--- config.mk ---
export PLATFORM = sky130hd
export DESIGN_NAME = mem_access_stage
export DESIGN_NICKNAME = d
export VERILOG_FILES = /design/src/rtl/mem_access_stage.sv
export SDC_FILE = /design/constraint.sdc
export NUM_CORES = 1
export LEC_CHECK = 0
export BUFFER_PORTS_ARGS = -buffer_cell sky130_fd_sc_hd__buf_2
export CAP_MARGIN = 20
export CORE_ASPECT_RATIO = 2
export CORE_MARGIN = 10
export CORE_UTILIZATION = 49
export DETAILED_ROUTE_END_ITERATION = 10
export GPL_TIMING_DRIVEN = 0
export PLACE_DENSITY = 0.77
export SYNTH_ARGS = -nofsm -noshare
export SYNTH_HDL_FRONTEND = slang
export SYNTH_SLANG_ARGS = --single-unit
export TNS_END_PERCENT = 30
--- constraint.sdc ---
create_clock -name CLK -period 2.5 [get_ports CLK]
set_input_delay 0.125 -clock CLK [delete_from_list [all_inputs] [get_ports CLK]]
set_output_delay 0.125 -clock CLK [all_outputs]
set_load 0.02 [all_outputs]
--- src/rtl/mem_access_stage.sv ---
//------------------------------------------------------------------------------
// mem_access_stage : pipeline MEM stage with a req/gnt/rvalid data-memory port
// Revision 1.0
//------------------------------------------------------------------------------
`default_nettype none

module mem_access_stage (
  input  logic        CLK,
  input  logic        RESET,
  input  logic        valid_i,
  input  logic        MemRead_i,
  input  logic        MemWrite_i,
  input  logic [2:0]  LSType_i,
  input  logic [4:0]  WB_control_i,
  input  logic [31:0] ALUResult_i,
  input  logic [31:0] StoreData_i,
  input  logic [4:0]  RegDst_i,
  input  logic [31:0] PC_i,
  output logic        dmem_req,
  output logic        dmem_we,
  output logic [31:0] dmem_addr,
  output logic [3:0]  dmem_be,
  output logic [31:0] dmem_wdata,
  input  logic        dmem_gnt,
  input  logic        dmem_rvalid,
  input  logic [31:0] dmem_rdata,
  output logic        stall,
  output logic        wb_valid,
  output logic [4:0]  WB_control,
  output logic [31:0] MemData,
  output logic [31:0] ALUResult,
  output logic [4:0]  RegDst,
  output logic [31:0] PC,
  output logic        misaligned
);

  typedef enum logic [1:0] {S_IDLE = 2'd0, S_REQ = 2'd1, S_WAIT = 2'd2} state_t;

  state_t      r_state, w_next;
  logic [31:0] r_addr;
  logic        r_we;
  logic [3:0]  r_be;
  logic [31:0] r_wdata;
  logic [2:0]  r_lstype;

  logic        w_mem_op, w_is_byte, w_is_half, w_is_word, w_mis, w_go;
  logic [3:0]  w_be;
  logic [31:0] w_wdata;
  logic        w_capture, w_load_done;
  logic [7:0]  w_byte;
  logic [15:0] w_half;
  logic [31:0] w_load_fmt;

  assign w_mem_op  = valid_i & (MemRead_i | MemWrite_i);
  assign w_is_byte = (LSType_i == 3'b000) | (LSType_i == 3'b100);
  assign w_is_half = (LSType_i == 3'b001) | (LSType_i == 3'b101);
  assign w_is_word = ~w_is_byte & ~w_is_half;
  assign w_mis     = w_mem_op & ((w_is_half & ALUResult_i[0]) |
                                 (w_is_word & (ALUResult_i[1:0] != 2'b00)));
  assign w_go      = w_mem_op & ~w_mis;

  always_comb begin
    w_be    = 4'b1111;
    w_wdata = StoreData_i;
    if (w_is_byte) begin
      w_be    = 4'b0001 << ALUResult_i[1:0];
      w_wdata = {4{StoreData_i[7:0]}};
    end else if (w_is_half) begin
      w_be    = ALUResult_i[1] ? 4'b1100 : 4'b0011;
      w_wdata = {2{StoreData_i[15:0]}};
    end
  end

  // IDLE drives the port straight from the inputs; REQ/WAIT replay the captured copy
  always_comb begin
    w_next      = r_state;
    dmem_req    = 1'b0;
    dmem_we     = MemWrite_i;
    dmem_addr   = {ALUResult_i[31:2], 2'b00};
    dmem_be     = w_be;
    dmem_wdata  = w_wdata;
    stall       = 1'b0;
    w_capture   = 1'b0;
    w_load_done = 1'b0;
    case (r_state)
      S_IDLE: begin
        if (w_go) begin
          dmem_req  = 1'b1;
          w_capture = 1'b1;
          if (dmem_gnt) begin
            if (!MemWrite_i) begin
              w_next = S_WAIT;
              stall  = 1'b1;
            end
          end else begin
            w_next = S_REQ;
            stall  = 1'b1;
          end
        end
      end
      S_REQ: begin
        dmem_req   = 1'b1;
        dmem_we    = r_we;
        dmem_addr  = {r_addr[31:2], 2'b00};
        dmem_be    = r_be;
        dmem_wdata = r_wdata;
        stall      = 1'b1;
        if (dmem_gnt) begin
          if (r_we) begin
            w_next = S_IDLE;
            stall  = 1'b0;
          end else begin
            w_next = S_WAIT;
          end
        end
      end
      S_WAIT: begin
        dmem_we    = r_we;
        dmem_addr  = {r_addr[31:2], 2'b00};
        dmem_be    = r_be;
        dmem_wdata = r_wdata;
        if (dmem_rvalid) begin
          w_next      = S_IDLE;
          w_load_done = 1'b1;
        end else begin
          stall = 1'b1;
        end
      end
      default: w_next = S_IDLE;
    endcase
    if (RESET) begin
      dmem_req    = 1'b0;
      stall       = 1'b0;
      w_capture   = 1'b0;
      w_load_done = 1'b0;
    end
  end

  always_ff @(posedge CLK) begin
    if (RESET) begin
      r_state  <= S_IDLE;
      r_addr   <= 32'd0;
      r_we     <= 1'b0;
      r_be     <= 4'd0;
      r_wdata  <= 32'd0;
      r_lstype <= 3'd0;
    end else begin
      r_state <= w_next;
      if (w_capture) begin
        r_addr   <= ALUResult_i;
        r_we     <= MemWrite_i;
        r_be     <= w_be;
        r_wdata  <= w_wdata;
        r_lstype <= LSType_i;
      end
    end
  end

  always_comb begin
    case (r_addr[1:0])
      2'd0:    w_byte = dmem_rdata[7:0];
      2'd1:    w_byte = dmem_rdata[15:8];
      2'd2:    w_byte = dmem_rdata[23:16];
      default: w_byte = dmem_rdata[31:24];
    endcase
    w_half = r_addr[1] ? dmem_rdata[31:16] : dmem_rdata[15:0];
    case (r_lstype)
      3'b000:  w_load_fmt = {{24{w_byte[7]}}, w_byte};
      3'b100:  w_load_fmt = {24'd0, w_byte};
      3'b001:  w_load_fmt = {{16{w_half[15]}}, w_half};
      3'b101:  w_load_fmt = {16'd0, w_half};
      default: w_load_fmt = dmem_rdata;
    endcase
  end

  always_ff @(posedge CLK) begin
    if (RESET) begin
      wb_valid   <= 1'b0;
      WB_control <= 5'd0;
      MemData    <= 32'd0;
      ALUResult  <= 32'd0;
      RegDst     <= 5'd0;
      PC         <= 32'd0;
      misaligned <= 1'b0;
    end else if (stall) begin
      wb_valid   <= 1'b0;
      WB_control <= 5'd0;
      MemData    <= 32'd0;
      misaligned <= 1'b0;
    end else begin
      wb_valid   <= valid_i;
      WB_control <= w_mis ? 5'd0 : WB_control_i;
      MemData    <= w_load_done ? w_load_fmt : 32'd0;
      ALUResult  <= ALUResult_i;
      RegDst     <= RegDst_i;
      PC         <= PC_i;
      misaligned <= w_mis;
    end
  end

endmodule

`default_nettype wire
==> impl_metrics.json <==
{
  "yosys_register_bits": 182,
  "drv_cap": 0,
  "hold_violations": 0,
  "nets": 1577,
  "setup_viol": 0,
  "fin_crit_sh_pct": 96.8,
  "antenna_found_initial": 4,
  "drc": 0,
  "final_util_pct": 71.0,
  "grt_overflow": 0,
  "design_area_um2": 11900,
  "status": "completed",
  "grt_max_degree": 17,
  "gp_congestion": 0.920,
  "cp_num_buf_inv": 3,
  "syn_area_per_cell_um2": 8.50,
  "placed_cell_area_um2": 10200,
  "dr.pass1.iters": 6,
  "ff2ff_path_depth": 5,
  "viasPerCell": 5.42,
  "cts_tree": "built",
  "instances_no_fill": 1646,
  "ir_drop_mv": 0.482,
  "ios": 327,
  "first_iter_violations": 464,
  "cp-start-kind": "register",
  "synth_sequential_area_ratio_pct": 43.6,
  "layout_min_cycle_time_ns": 2.42,
  "synth_edf_count": 0,
  "fillers": 1308,
  "die-area_um2": 23000,
  "die_width_um": 112,
  "dieHeight_um": 205,
  "p_leak_nw": 5.57,
  "coreArea_um2": 16800,
  "path_class": "register to output port",
  "routed_wl_um": 32400,
  "synth_cell_types": 45,
  "syn_to_final_growth_pct": 42.4,
  "cts_root_buffer": "clkbuf_16",
  "rsz0062_at_grt": "no",
  "worstMarginPinSlew_ns": 0.705,
  "layout_common_cells": "buf_2 (338), nand2_1 (277), dfxtp_1 (180), dlygate4sd3_1 (98), a21oi_1 (94)",
  "slew_viol_final": 0,
  "max_freq_mhz": 413,
  "grt_pass1_vias": 9396,
  "worstSetupEndpointType": "output port",
  "critPathSlowestCell": "or3_4",
  "multi_input_area_um2": 4390,
  "critPathTopFamily": "buffers and inverters",
  "path_depth": 7,
  "via_count": 8922,
  "drtAntennaViolNets": 0,
  "rows": 67,
  "synthArstFlopShare_pct": 0,
  "final_common_cell": "buf_2",
  "cts.clk_slew.worst_paths_ns": 0.07,
  "yosys_warnings": 0,
  "clock_path_buffers": 2,
  "grt_pass1_wl_um": 49500,
  "hold_depth": 3,
  "syn_area_um2": 8360,
  "worstPathArrival_ns": 2.29,
  "worst_path_most_repeated_cell": "buf_6",
  "relSlewSlack_pct": 52.7,
  "clock_latency_ns": 0.43,
  "clock_sinks": 182,
  "regArea_um2": 3650,
  "drive_above_1_share_pct": 32.5,
  "dp_cells": 1515,
  "hold_ws_ns": 0.00150,
  "grt_usage_pct": 26.8,
  "critPathMaxStageDelay_ns": 0.41,
  "finalClockSkew_ns": 0.00965,
  "power_density_nw_per_um2": 776,
  "netlist_instances": 984,
  "synth-main-ff-cell": "dfxtp_1",
  "hold_class": "primary input to register",
  "routedWlPerCell_um": 19.7,
  "initial_core_util_pct": 49.9,
  "hpwl_um": 24200,
  "htreeDepth": 4,
  "io_buffers": 323,
  "crit_fanout": 15,
  "worst_ep_required_time_ns": 2.38,
  "cts_buffers": 17,
  "cp_cell_sequence": "ha_1 > or3_4 > o21ba_1 > buf_6 > buf_6 > nor2_1 > buf_4"
}
## power by group
part           switching (W)  total, W  internal, W  leakage [nW]
logic                0.00188   0.00312      0.00124          3.78
registers           0.000133   0.00331      0.00317          1.49
clock network        0.00115   0.00281      0.00166         0.293
total                0.00316   0.00924      0.00608          5.57
## per-layer routing
layer  wire [µm]  global-route usage [%]
met1       11000                    25.1
met3        2200                    6.77
met2       17000                    48.8
met5           7                       0
met4        2120                    19.4
## area by class of cell
cell class,instances,area share (%)
antenna,4,0.0840
clock buffer,21,4.03
inverter,11,0.368
buffer,76,2.87
timing repair buffer,423,22.0
clock inverter,8,1.04
multi-input combinational,714,36.8
tap,207,2.17
sequential,182,30.6
## cells by family (layout without fill, tap and decap cells)
logic type	Yosys count	in the layout	synth area share [%]
other cells	1	6	0.0448
buf+inv	89	539	4.50
compound gates	158	158	10.8
mux	161	161	21.3
flops	182	182	43.6
fa+ha+maj	4	4	0.598
simple gates	389	389	19.2
## state kept, by name (all words and copies together) (netlist names)
name	count
PC	32
MemData	32
r_be	4
WB_control	5
r_wdata	32
wb_valid	1
ALUResult	32
misaligned	1
r_lstype	3
r_state	2
r_we	1
RegDst	5
r_addr	32
## timing repair
item | 4_1_cts | 5_1_grt
endpoints found under the hold margin | 125 | 0
pin swaps | 0 | 1
resized for setup | 20 | 4
endpoints found under the setup margin | 68 | 11
hold buffers | 98 | 0
buffers inserted | 0 | 2
## synthesized netlist by cell type, types with 5 or more instances
library cell	number	area share (%)
clkbuf_1	49	2.2
o21ai_0	19	1.1
nor3b_1	5	0.45
nor2_1	49	2.2
nor3_1	18	1.1
nor2b_1	12	0.90
a21oi_1	95	5.7
and2_1	14	1.0
buf_2	16	0.96
buf_1	9	0.40
a211oi_1	6	0.54
a22o_1	8	0.84
mux2_2	73	9.8
dfxtp_1	182	44
mux2i_1	82	9.8
mux4_2	6	1.6
nand2_1	277	12
inv_1	9	0.40
o22ai_1	6	0.45
a22oi_1	7	0.63
## worst min-delay path, stage by stage
cell and delay (ns):
buf_2 0.12, nand2_1 0.07, a21oi_1 0.06
## through the flow
step	setup TNS, ns	power, W	setup WS, ns
6_report	0	0.00924	0.0802
5_1_grt	0	0.00960	0.0176
4_1_cts	-0.0773	0.00924	-0.0773
3_5_place_dp	-2.39	0.00629	-0.263
3_3_place_gp	-2.36	0.00624	-0.258
2_1_floorplan	0	0.00525	0.400
## path summary, 6_finish.rpt
check,slack [ns],endpoint,from
min,0.002,MemData[27],dmem_rdata[27]
max,0.08,stall,r_state[0]
max reg2reg,0.31,MemData[19],r_state[0]
min reg2reg,0.45,r_addr[27],r_addr[27]
(Power assumes the default switching activity.)
